`src/rtl/mcpu_pkg.sv`:
```
// -----------------------------------------------------------------------------
// mcpu_pkg
// Shared encodings for the multi-cycle RV32I-subset control unit: FSM state
// codes, opcode constants (inst[6:2]), ALU operation codes, immediate-format
// selects and datapath mux select codes.
// -----------------------------------------------------------------------------
package mcpu_pkg;

    typedef enum logic [3:0] {
        S_IF   = 4'd0,
        S_ID   = 4'd1,
        S_EXR  = 4'd2,
        S_EXI  = 4'd3,
        S_EXMA = 4'd4,
        S_MRD  = 4'd5,
        S_MWR  = 4'd6,
        S_WBA  = 4'd7,
        S_WBM  = 4'd8,
        S_BR   = 4'd9,
        S_JAL  = 4'd10,
        S_JALR = 4'd11,
        S_LUI  = 4'd12,
        S_ERR  = 4'd15
    } state_t;

    localparam logic [4:0] OP_R      = 5'b01100;
    localparam logic [4:0] OP_I      = 5'b00100;
    localparam logic [4:0] OP_LOAD   = 5'b00000;
    localparam logic [4:0] OP_STORE  = 5'b01000;
    localparam logic [4:0] OP_BRANCH = 5'b11000;
    localparam logic [4:0] OP_JAL    = 5'b11011;
    localparam logic [4:0] OP_JALR   = 5'b11001;
    localparam logic [4:0] OP_LUI    = 5'b01101;

    localparam logic [3:0] ALU_ADD  = 4'd0;
    localparam logic [3:0] ALU_SUB  = 4'd1;
    localparam logic [3:0] ALU_SLL  = 4'd2;
    localparam logic [3:0] ALU_SLT  = 4'd3;
    localparam logic [3:0] ALU_SLTU = 4'd4;
    localparam logic [3:0] ALU_XOR  = 4'd5;
    localparam logic [3:0] ALU_SRL  = 4'd6;
    localparam logic [3:0] ALU_SRA  = 4'd7;
    localparam logic [3:0] ALU_OR   = 4'd8;
    localparam logic [3:0] ALU_AND  = 4'd9;

    localparam logic [2:0] IMM_I = 3'b000;
    localparam logic [2:0] IMM_S = 3'b001;
    localparam logic [2:0] IMM_B = 3'b010;
    localparam logic [2:0] IMM_J = 3'b011;
    localparam logic [2:0] IMM_U = 3'b100;

    localparam logic [1:0] M2R_ALUOUT = 2'b00;
    localparam logic [1:0] M2R_MDR    = 2'b01;
    localparam logic [1:0] M2R_PC     = 2'b10;
    localparam logic [1:0] M2R_IMM    = 2'b11;

    localparam logic [1:0] PCS_ALU     = 2'b00;
    localparam logic [1:0] PCS_ALUOUT  = 2'b01;
    localparam logic [1:0] PCS_ALU_EVN = 2'b10;

    localparam logic [1:0] SRCA_PC    = 2'b00;
    localparam logic [1:0] SRCA_OLDPC = 2'b01;
    localparam logic [1:0] SRCA_RS1   = 2'b10;

    localparam logic [1:0] SRCB_RS2  = 2'b00;
    localparam logic [1:0] SRCB_IMM  = 2'b01;
    localparam logic [1:0] SRCB_FOUR = 2'b10;

    // Only beq (000) and bne (001) are supported; every other Fun3 falls through.
    function automatic logic branch_taken(input logic [2:0] fun3, input logic zero);
        return ((fun3 == 3'b000) && zero) || ((fun3 == 3'b001) && !zero);
    endfunction

endpackage

```
`src/rtl/my_ALU_dec.sv`:
```
// -----------------------------------------------------------------------------
// my_ALU_dec
// Combinational ALU operation decode for R-type and I-type arithmetic.
//   Fun3        in  3  inst[14:12]
//   Fun7        in  1  inst[30]
//   is_imm      in  1  1 = I-type (Fun7 only meaningful for shifts)
//   ALU_Control out 4  operation code from mcpu_pkg
// -----------------------------------------------------------------------------
module my_ALU_dec
    import mcpu_pkg::*;
(
    input  logic [2:0] Fun3,
    input  logic       Fun7,
    input  logic       is_imm,
    output logic [3:0] ALU_Control
);

    always_comb begin
        ALU_Control = ALU_ADD;
        unique case (Fun3)
            // inst[30] of an addi is immediate data, never a SUB select
            3'b000: ALU_Control = (Fun7 && !is_imm) ? ALU_SUB : ALU_ADD;
            3'b001: ALU_Control = ALU_SLL;
            3'b010: ALU_Control = ALU_SLT;
            3'b011: ALU_Control = ALU_SLTU;
            3'b100: ALU_Control = ALU_XOR;
            3'b101: ALU_Control = Fun7 ? ALU_SRA : ALU_SRL;
            3'b110: ALU_Control = ALU_OR;
            3'b111: ALU_Control = ALU_AND;
            default: ALU_Control = ALU_ADD;
        endcase
    end

endmodule

```
`src/rtl/my_mcpu_ctrl.sv`:
```
// -----------------------------------------------------------------------------
// my_mcpu_ctrl
// Moore FSM that sequences the shared multi-cycle datapath through fetch,
// decode, execute, memory and write-back for the RV32I subset.
//   clk, rst                     clock / async active-high reset
//   OPcode, Fun3, Fun7           instruction register fields
//   Zero                         ALU zero flag (same cycle)
//   MIO_ready                    memory access completes this cycle
//   MemReq, MemRW, IorD          memory port control
//   IRWrite, PCWrite, PCSource   IR/OldPC and PC load control
//   ALUSrc_A, ALUSrc_B,
//   ALU_Control, ImmSel          ALU operand/operation select
//   MemtoReg, RegWrite           register-file write-back control
//   Illegal                      sticky unsupported-opcode flag
//   state                        current state (debug)
//
// state | meaning
// ------+---------------------------------------------------------
// IF    | fetch at PC, PC <= PC+4, wait on MIO_ready
// ID    | decode; ALUOut <= OldPC + imm (branch/jal target)
// EXR   | R-type ALU op
// EXI   | I-type ALU op
// EXMA  | load/store address = rs1 + imm
// MRD   | memory read, wait on MIO_ready
// MWR   | memory write, wait on MIO_ready
// WBA   | write ALUOut to rd
// WBM   | write MDR to rd
// BR    | compare rs1/rs2, PC <= ALUOut if taken
// JAL   | rd <= PC, PC <= ALUOut
// JALR  | rd <= PC, PC <= (rs1 + imm) & ~1
// LUI   | rd <= U-immediate
// ERR   | unsupported opcode, held until reset
// -----------------------------------------------------------------------------
module my_mcpu_ctrl
    import mcpu_pkg::*;
(
    input  logic       clk,
    input  logic       rst,
    input  logic [4:0] OPcode,
    input  logic [2:0] Fun3,
    input  logic       Fun7,
    input  logic       Zero,
    input  logic       MIO_ready,
    output logic       MemReq,
    output logic       MemRW,
    output logic       IorD,
    output logic       IRWrite,
    output logic       PCWrite,
    output logic [1:0] PCSource,
    output logic [1:0] ALUSrc_A,
    output logic [1:0] ALUSrc_B,
    output logic [3:0] ALU_Control,
    output logic [2:0] ImmSel,
    output logic [1:0] MemtoReg,
    output logic       RegWrite,
    output logic       Illegal,
    output logic [3:0] state
);

    state_t     state_q;
    state_t     state_d;
    logic [3:0] alu_dec;
    logic       mem_req_raw;
    logic       mem_rw_raw;
    logic       ir_write_raw;
    logic       pc_write_raw;
    logic       reg_write_raw;

    my_ALU_dec u_alu_dec (
        .Fun3        (Fun3),
        .Fun7        (Fun7),
        .is_imm      (state_q == S_EXI),
        .ALU_Control (alu_dec)
    );

    always_ff @(posedge clk or posedge rst) begin
        if (rst) begin
            state_q <= S_IF;
        end else begin
            state_q <= state_d;
        end
    end

    always_comb begin
        state_d       = state_q;
        mem_req_raw   = 1'b0;
        mem_rw_raw    = 1'b0;
        IorD          = 1'b0;
        ir_write_raw  = 1'b0;
        pc_write_raw  = 1'b0;
        PCSource      = PCS_ALU;
        ALUSrc_A      = SRCA_PC;
        ALUSrc_B      = SRCB_RS2;
        ALU_Control   = ALU_ADD;
        ImmSel        = IMM_I;
        MemtoReg      = M2R_ALUOUT;
        reg_write_raw = 1'b0;
        Illegal       = 1'b0;

        unique case (state_q)
            S_IF: begin
                mem_req_raw = 1'b1;
                ALUSrc_A    = SRCA_PC;
                ALUSrc_B    = SRCB_FOUR;
                if (MIO_ready) begin
                    ir_write_raw = 1'b1;
                    pc_write_raw = 1'b1;
                    PCSource     = PCS_ALU;
                    state_d      = S_ID;
                end
            end
            S_ID: begin
                ALUSrc_A = SRCA_OLDPC;
                ALUSrc_B = SRCB_IMM;
                if (OPcode == OP_BRANCH) ImmSel = IMM_B;
                else if (OPcode == OP_JAL) ImmSel = IMM_J;
                unique case (OPcode)
                    OP_R:               state_d = S_EXR;
                    OP_I:               state_d = S_EXI;
                    OP_LOAD, OP_STORE:  state_d = S_EXMA;
                    OP_BRANCH:          state_d = S_BR;
                    OP_JAL:             state_d = S_JAL;
                    OP_JALR:            state_d = S_JALR;
                    OP_LUI:             state_d = S_LUI;
                    default:            state_d = S_ERR;
                endcase
            end
            S_EXR: begin
                ALUSrc_A    = SRCA_RS1;
                ALUSrc_B    = SRCB_RS2;
                ALU_Control = alu_dec;
                state_d     = S_WBA;
            end
            S_EXI: begin
                ALUSrc_A    = SRCA_RS1;
                ALUSrc_B    = SRCB_IMM;
                ImmSel      = IMM_I;
                ALU_Control = alu_dec;
                state_d     = S_WBA;
            end
            S_EXMA: begin
                ALUSrc_A = SRCA_RS1;
                ALUSrc_B = SRCB_IMM;
                // ID only routes loads and stores here, so non-load means store
                if (OPcode == OP_LOAD) begin
                    ImmSel  = IMM_I;
                    state_d = S_MRD;
                end else begin
                    ImmSel  = IMM_S;
                    state_d = S_MWR;
                end
            end
            S_MRD: begin
                mem_req_raw = 1'b1;
                IorD        = 1'b1;
                if (MIO_ready) state_d = S_WBM;
            end
            S_MWR: begin
                mem_req_raw = 1'b1;
                mem_rw_raw  = 1'b1;
                IorD        = 1'b1;
                if (MIO_ready) state_d = S_IF;
            end
            S_WBA: begin
                reg_write_raw = 1'b1;
                MemtoReg      = M2R_ALUOUT;
                state_d       = S_IF;
            end
            S_WBM: begin
                reg_write_raw = 1'b1;
                MemtoReg      = M2R_MDR;
                state_d       = S_IF;
            end
            S_BR: begin
                ALUSrc_A    = SRCA_RS1;
                ALUSrc_B    = SRCB_RS2;
                ALU_Control = ALU_SUB;
                if (branch_taken(Fun3, Zero)) begin
                    pc_write_raw = 1'b1;
                    PCSource     = PCS_ALUOUT;
                end
                state_d = S_IF;
            end
            S_JAL: begin
                // PC already advanced to old+4 in IF; ALUOut has the target from ID
                reg_write_raw = 1'b1;
                MemtoReg      = M2R_PC;
                pc_write_raw  = 1'b1;
                PCSource      = PCS_ALUOUT;
                state_d       = S_IF;
            end
            S_JALR: begin
                ALUSrc_A      = SRCA_RS1;
                ALUSrc_B      = SRCB_IMM;
                ImmSel        = IMM_I;
                reg_write_raw = 1'b1;
                MemtoReg      = M2R_PC;
                pc_write_raw  = 1'b1;
                PCSource      = PCS_ALU_EVN;
                state_d       = S_IF;
            end
            S_LUI: begin
                ImmSel        = IMM_U;
                reg_write_raw = 1'b1;
                MemtoReg      = M2R_IMM;
                state_d       = S_IF;
            end
            S_ERR: begin
                Illegal = 1'b1;
                state_d = S_ERR;
            end
            // unused encodings are treated as a fault and parked
            default: begin
                Illegal = 1'b1;
                state_d = S_ERR;
            end
        endcase
    end

    // State is already IF during reset, but IF would otherwise request a fetch
    assign MemReq   = mem_req_raw   & ~rst;
    assign MemRW    = mem_rw_raw    & ~rst;
    assign IRWrite  = ir_write_raw  & ~rst;
    assign PCWrite  = pc_write_raw  & ~rst;
    assign RegWrite = reg_write_raw & ~rst;
    assign state    = state_q;

endmodule

```
`config.mk`:
```
export PLATFORM = sky130hd
export DESIGN_NAME = my_mcpu_ctrl
export DESIGN_NICKNAME = d
export VERILOG_FILES = /design/src/rtl/mcpu_pkg.sv /design/src/rtl/my_ALU_dec.sv /design/src/rtl/my_mcpu_ctrl.sv
export SDC_FILE = /design/constraint.sdc
export NUM_CORES = 1
export LEC_CHECK = 0
export ABC_AREA = 1
export CORE_AREA = 2 2 52 42
export DETAILED_ROUTE_END_ITERATION = 16
export DIE_AREA = 0 0 54 44
export PLACE_DENSITY = 0.76
export SLEW_MARGIN = 10
export SYNTH_ARGS = -nofsm -noshare
export SYNTH_HDL_FRONTEND = slang
export SYNTH_SLANG_ARGS = --single-unit
```
`constraint.sdc`:
```
create_clock -name clk -period 1.7 [get_ports clk]
set_clock_uncertainty 0.15 [all_clocks]
set_input_delay 0.34 -clock clk [delete_from_list [all_inputs] [get_ports clk]]
set_output_delay 0.34 -clock clk [all_outputs]
set_load 0.02 [all_outputs]
```
==> Word level (Yosys, flattened, before mapping) <==
Memories as Yosys holds them, arrays and structs flattened.
Cells that the tools add are included.
{ "totals": {"out_inout_bits": 26, "memories": 1, "latch_bits": 0, "in_bits": 13, "word_cells": 78, "rom_bits": 128, "ram_bits": 0, "register_bits": 4} }
{ "op_classes": {"shift": 0, "reduce_logical": 19, "multipliers": 0, "bitwise_logic": 6, "add_sub_neg": 0, "order_cmp": 0, "n_mux": 27, "n_eq_ne": 24, "n_div": 0} }
{ "mem_list": {"columns": ["memory", "depth", "word_bits", "read_ports", "rd_clocked_by_memory_dff", "wr", "line", "text"], "rows": [
  ["(no name shown)", 32, 4, 1, 0, 0, "my_mcpu_ctrl.sv:117", "unique case (OPcode)"]
]} }
{ "ops": {"columns": ["op", "count"], "rows": [
  ["4-bit one-hot mux with 8 select lines", 1],
  ["4-bit one-hot mux with 7 select lines", 1],
  ["4-bit equality test (second input constant)", 5],
  ["4-bit by 3-bit equality test with 1-bit output (second input constant)", 4],
  ["13-bit OR reduction", 1],
  ["3-bit equality test (second input constant)", 4],
  ["1-bit 2-to-1 mux", 12],
  ["4-bit 2-to-1 mux", 3],
  ["2-bit one-hot mux with 3 select lines", 2],
  ["5-bit equality test (second input constant)", 2],
  ["5-bit OR reduction", 2],
  ["3-bit one-hot mux with 3 select lines", 1],
  ["4-bit by 2-bit equality test with 1-bit output (second input constant)", 2],
  ["2-bit one-hot mux with 2 select lines", 2],
  ["4-bit one-hot mux with 2 select lines", 1],
  ["3-bit by 2-bit equality test with 1-bit output (second input constant)", 2],
  ["2-bit 2-to-1 mux", 3],
  ["2-bit inequality test (second input constant)", 3],
  ["2-bit OR reduction", 3],
  ["6-bit OR reduction", 1],
  ["1-bit AND", 5],
  ["5-bit zero test", 1],
  ["4-bit by 1-bit equality test with 1-bit output (second input constant)", 1],
  ["4-bit zero test", 1],
  ["10 further kinds", 13]
]} }

==> Logic depth before layout (Yosys ltp) <==
Gate-level depths: netlist of run 1.
{ "logic_depth": {"ltp_word": 6, "ltp_mapped": 9, "ltp_nobuf": 9} }

==> By module <==
From an unflattened synthesis of run 1, not the netlist that was laid out.
{ "unflattened": {"hier_cells": 139, "area_unflattened_um2": 689.4} }
{ "modules_own_cells": {"columns": ["module", "cells_each", "area_per_inst_um2", "seq_area_each_um2", "instances"], "rows": [
  ["my_mcpu_ctrl", 121, 613.1, 100.1, 1],
  ["my_ALU_dec", 18, 76.3, 0.0, 1]
]} }

==> Worst setup path before layout of run 1 <==
Ideal clock, no wire load.
{ "synth_timing": {"path_kind": "register to output", "from": "register state_q[0], in the netlist state[0]", "to": "output PCWrite", "path_stages_with_launch": 8, "setup_slack_ps": -284, "path_buffers": 0, "required_time_ps": 1210, "t_arrival_ps": 1494, "path_cell_list": "dfrtp_1 nor2_1 nand2_1 inv_1 nand2_1 nand2_1 nor2_1 nor2_1"} }
{ "synth_via": {"elab_chain_len": 4, "elab_cells_between_ends": 7, "classes_between": "eq/ne: 3; mux: 1; bitwise: 1; reduce/logical: 2"} }
{ "synth_lines": {"columns": ["element", "line", "text"], "rows": [
  ["from (decl)", "my_mcpu_ctrl.sv:60", "state_t state_q;"],
  ["from (signal assigned)", "my_mcpu_ctrl.sv:80", "state_q <= state_d;"],
  ["4-bit equality test", "my_mcpu_ctrl.sv:100", "unique case (state_q)"],
  ["2-bit OR reduction (no source line)", null, null],
  ["1-bit one-hot mux with 3 select lines *", "my_mcpu_ctrl.sv:100", null],
  ["1-bit AND *", "my_mcpu_ctrl.sv:224", "assign PCWrite = pc_write_raw & ~rst;"],
  ["to (decl)", "my_mcpu_ctrl.sv:48", "output logic PCWrite,"]
]} }
Every way passes the cells marked *; elsewhere a longest branch is shown, timed or not.

==> Worst setup path after layout of run 1 <==
{ "layout_timing": {"from": "register state_q[2], in the netlist state[2]", "to": "output MemReq"} }
{ "layout_via": {"elab_chain_len": 4, "elab_cells_between_ends": 6, "classes_between": "eq/ne: 2; mux: 1; bitwise: 1; reduce/logical: 2"} }
{ "layout_lines": {"columns": ["element", "line", "text"], "rows": [
  ["4-bit by 3-bit equality test with 1-bit output or 4-bit zero test (tied branches)", "my_mcpu_ctrl.sv:100", null],
  ["3-bit OR reduction (no source line) *", null, null],
  ["1-bit 2-to-1 mux *", "my_mcpu_ctrl.sv:100", null],
  ["1-bit AND *", "my_mcpu_ctrl.sv:221", "assign MemReq = mem_req_raw & ~rst;"],
  ["to (decl)", "my_mcpu_ctrl.sv:44", "output logic MemReq,"]
]} }
Marked as above.

==> results of run 1 <==
critical path, delay by kind of cell (launching register included):
family | cells | cell delay [ps]
AND/OR/NAND/NOR | 4 | 500
flip-flops | 1 | 480
buffers and inverters | 3 | 350
kinds of logic (layout without fill, tap and decap cells):
kind of cell | count (synthesis) | in the layout | synth area share [%]
buf+inv | 23 | 122 | 13.3
flops | 4 | 4 | 15.4
compound gates | 13 | 13 | 12.0
xor+xnor | 1 | 1 | 1.35
simple gates | 85 | 85 | 57.9
per-stage QoR:
step	cell area [um^2]	TNS, ps
detailed placement	1390	-10200
floorplan	677	-99.1
finish	1790	-6390
global placement	1390	-9430
global route	1790	-6480
CTS	1530	-3120
power by group through the flow:
stage,combinational (mW),sequential [mW],clock [mW]
6_report,2.76,0.274,0.154
5_1_grt,2.81,0.270,0.147
4_1_cts,1.98,0.255,0.124
3_3_place_gp,1.82,0.244,0
3_5_place_dp,1.88,0.246,0
2_1_floorplan,0.821,0.301,0
timing repair:
| item | CTS | global route |
|---|---|---|
| buffers inserted | 12 | 7 |
| hold endpoints to repair | 0 | 0 |
| gates resized for setup | 148 | 65 |
| pin swaps | 17 | 23 |
| setup endpoints to repair | 26 | 25 |
| hold buffers | 0 | 0 |
layout make-up:
class | count | area share [%]
Timing Repair Buffer | 96 | 47.3
Multi-Input combinational cell | 99 | 38.6
Sequential cell | 4 | 5.86
Inverter | 23 | 5.37
Tap cell | 24 | 1.67
Clock buffer | 3 | 1.26
per-layer routing:
metal  GRT usage, %  vias up  wire, um
li1               -      591         -
met1           32.8      693      1840
met2           58.3      197      2490
met3           4.48       71       772
met4           17.0        0       558
met5              0        -         0
final timing paths:
path                           from  endpoint  slack [ps]  cells after the start
hold reg to reg            state[0]  state[0]         520                      2
max in group asynchronous       rst  state[1]         800                      3
setup / recovery           state[2]    MemReq        -400                      7
min in group clk           state[0]  state[0]         520                      2
hold / removal                  rst  state[2]         470                      3
setup reg to reg           state[3]  state[0]        -170                     10
Yosys cell counts (3+ instances only):
cell     count  share of area (%)
o21ai_0      4                3.1
nand3_1      9                6.9
inv_1       18                 10
dfrtp_1      4                 15
nor2_2       3                2.9
nor2_1      22                 13
inv_2        4                2.3
a21oi_1      3                2.3
nand2_1     40                 23
nor3_1       3                2.3
nand2_2      4                3.9
==> load_flow_metrics.sql, run 1 <==
INSERT INTO impl_metrics (metric_group, metric, value, unit) VALUES
('logic_synthesis', 'syn_warnings', '0', ''),
('route', 'drt_drc_violations_left', '0', ''),
('power', 'comb_power_share', '86.6', '%'),
('cts', 'clock_tree.buffer_depth', '2', ''),
('cts', 'cts_inserted_buffers', '3', ''),
('route', 'vias', '1552', ''),
('logic_synthesis', 'yosys.cell_types.count', '23', ''),
('global_route', 'initial_antenna_violation_count', '0', ''),
('floorplan', 'overall_die_width', '54', 'um'),
('timing', 'period_minus_ws_final', '2100', 'ps'),
('timing', 'max-slew-margin-rel', '81.0', '%'),
('critical_path', 'critical-path-slowest-cell', 'dfrtp_2', ''),
('power', 'design_power_total', '3.19', 'mW'),
('place', 'post-place-cells', '228', ''),
('finish', 'final_core_util', '94.8', '%'),
('floorplan', 'core-area', '0.00189', 'mm^2'),
('logic_synthesis', 'ys_seq_elements', '4', ''),
('critical_path', 'timing.critical_path.fanout_max', '6', ''),
('finish', 'n_antenna_cell', '0', ''),
('route', 'number_of_drc_markers_after_the_initial_detailed_route_iteration', '130', ''),
('power', 'power.density_cell_area', '1780', 'mW/mm^2'),
('power', 'sequentialPowerShare', '8.6', '%'),
('finish', 'fillers', '55', ''),
('status', 'outcome', 'finished, violations left', ''),
('power', 'net_sw_power', '1.74', 'mW'),
('floorplan', 'floorplan.initialDensity', '34.3', '%'),
('critical_path', 'crit_path_cell_trace', 'nor2_4 > nand2_2 > buf_4 > nand3_2 > nand2_1 > inv_1 > buf_6', ''),
('floorplan', 'io-pin-count', '39', ''),
('power', 'power.ir.vdd_worst', '1210', 'uV'),
('place', 'detailedPlace.worstSlack', '-784', 'ps'),
('timing', 'worst_setup_slack_after_layout', '-397', 'ps'),
('floorplan', 'floorplan_die_area', '0.00238', 'mm^2'),
('power', 'power.share.switching', '54.7', '%'),
('route', 'drt_pass_1_iters', '5', ''),
('timing', 'rsz0062_at_grt', 'yes', ''),
('critical_path', 'critical_path.endpoint_type', 'output pin', ''),
('timing', 'slew_viol_final', '0', ''),
('status', 'violations', 'negative setup slack', ''),
('timing', 'clock.fmax', '477', 'MHz'),
('route', 'routed_via_count_divided_by_cell_count', '6.23', ''),
('logic_synthesis', 'mean_instance_size_in_the_synthesized_netlist', '5.14', 'um^2'),
('finish', 'register_area', '105', 'um^2'),
('timing', 'fin_crit_sh', '123', '%'),
('timing', 'report.final.hold_viol_count', '0', ''),
('place', 'place_hpwl', '2.26', 'mm'),
('floorplan', 'fp.dieH', '44', 'um'),
('logic_synthesis', 'syn_inst', '126', ''),
('logic_synthesis', 'sequential_share_of_the_synthesized_area', '15.4', '%'),
('cts', 'tritoncts', 'built', ''),
('cts', 'clock_tree.htree_level_count', '1', ''),
('global_route', 'global_route.usage.total', '31.2', '%'),
('finish', 'fin_nets', '240', ''),
('global_route', 'pin_count_of_the_biggest_net_entering_global_routing', '7', ''),
('finish', 'layout.cells.most_common_list', '55 x buf_4, 24 x nand2_1, 24 x buf_6', ''),
('critical_path', 'timing_worst_setup_path_type', 'reg2out', ''),
('finish', 'largest_register_ffs', '4', ''),
('timing', 'worst_slew_pin_slew', '282', 'ps'),
('finish', 'mostFrequentLayoutCell', 'buf_4', ''),
('finish', 'syn_to_final_growth', '177', '%'),
('global_route', 'globalRoute.totalOverflow', '0', ''),
('route', 'totalWireLength', '5.66', 'mm'),
('hold_path', 'hold_path.class', 'in2async', ''),
('logic_synthesis', 'synth_edf_count', '0', ''),
('finish', 'drive_above_1_share', '67.6', '%'),
('timing', 'fin_worst_hold_slack', '465', 'ps'),
('cts', 'clk_pin_slew', '60', 'ps'),
('floorplan', 'num_rows', '14', ''),
('logic_synthesis', 'synth-async-reset-ratio', '100', '%'),
('logic_synthesis', 'netlist_area', '648', 'um^2'),
('timing', 'report.final.setup_viol', '28', ''),
('place', 'gpl.final_weighted_congestion', '0.859', '');
Power figures use the tool's default switching activity.
==> run 2: changes to the inputs <==
--- a/config.mk
+++ b/config.mk
@@ -9,6 +9,7 @@
 export CORE_AREA = 2 2 52 42
 export DETAILED_ROUTE_END_ITERATION = 16
 export DIE_AREA = 0 0 54 44
+export HOLD_SLACK_MARGIN = 0.03
 export PLACE_DENSITY = 0.76
 export SLEW_MARGIN = 10
 export SYNTH_ARGS = -nofsm -noshare
==> results of run 2 <==
Same layout as run 1: the final DEF is identical, and so are final timing and power.
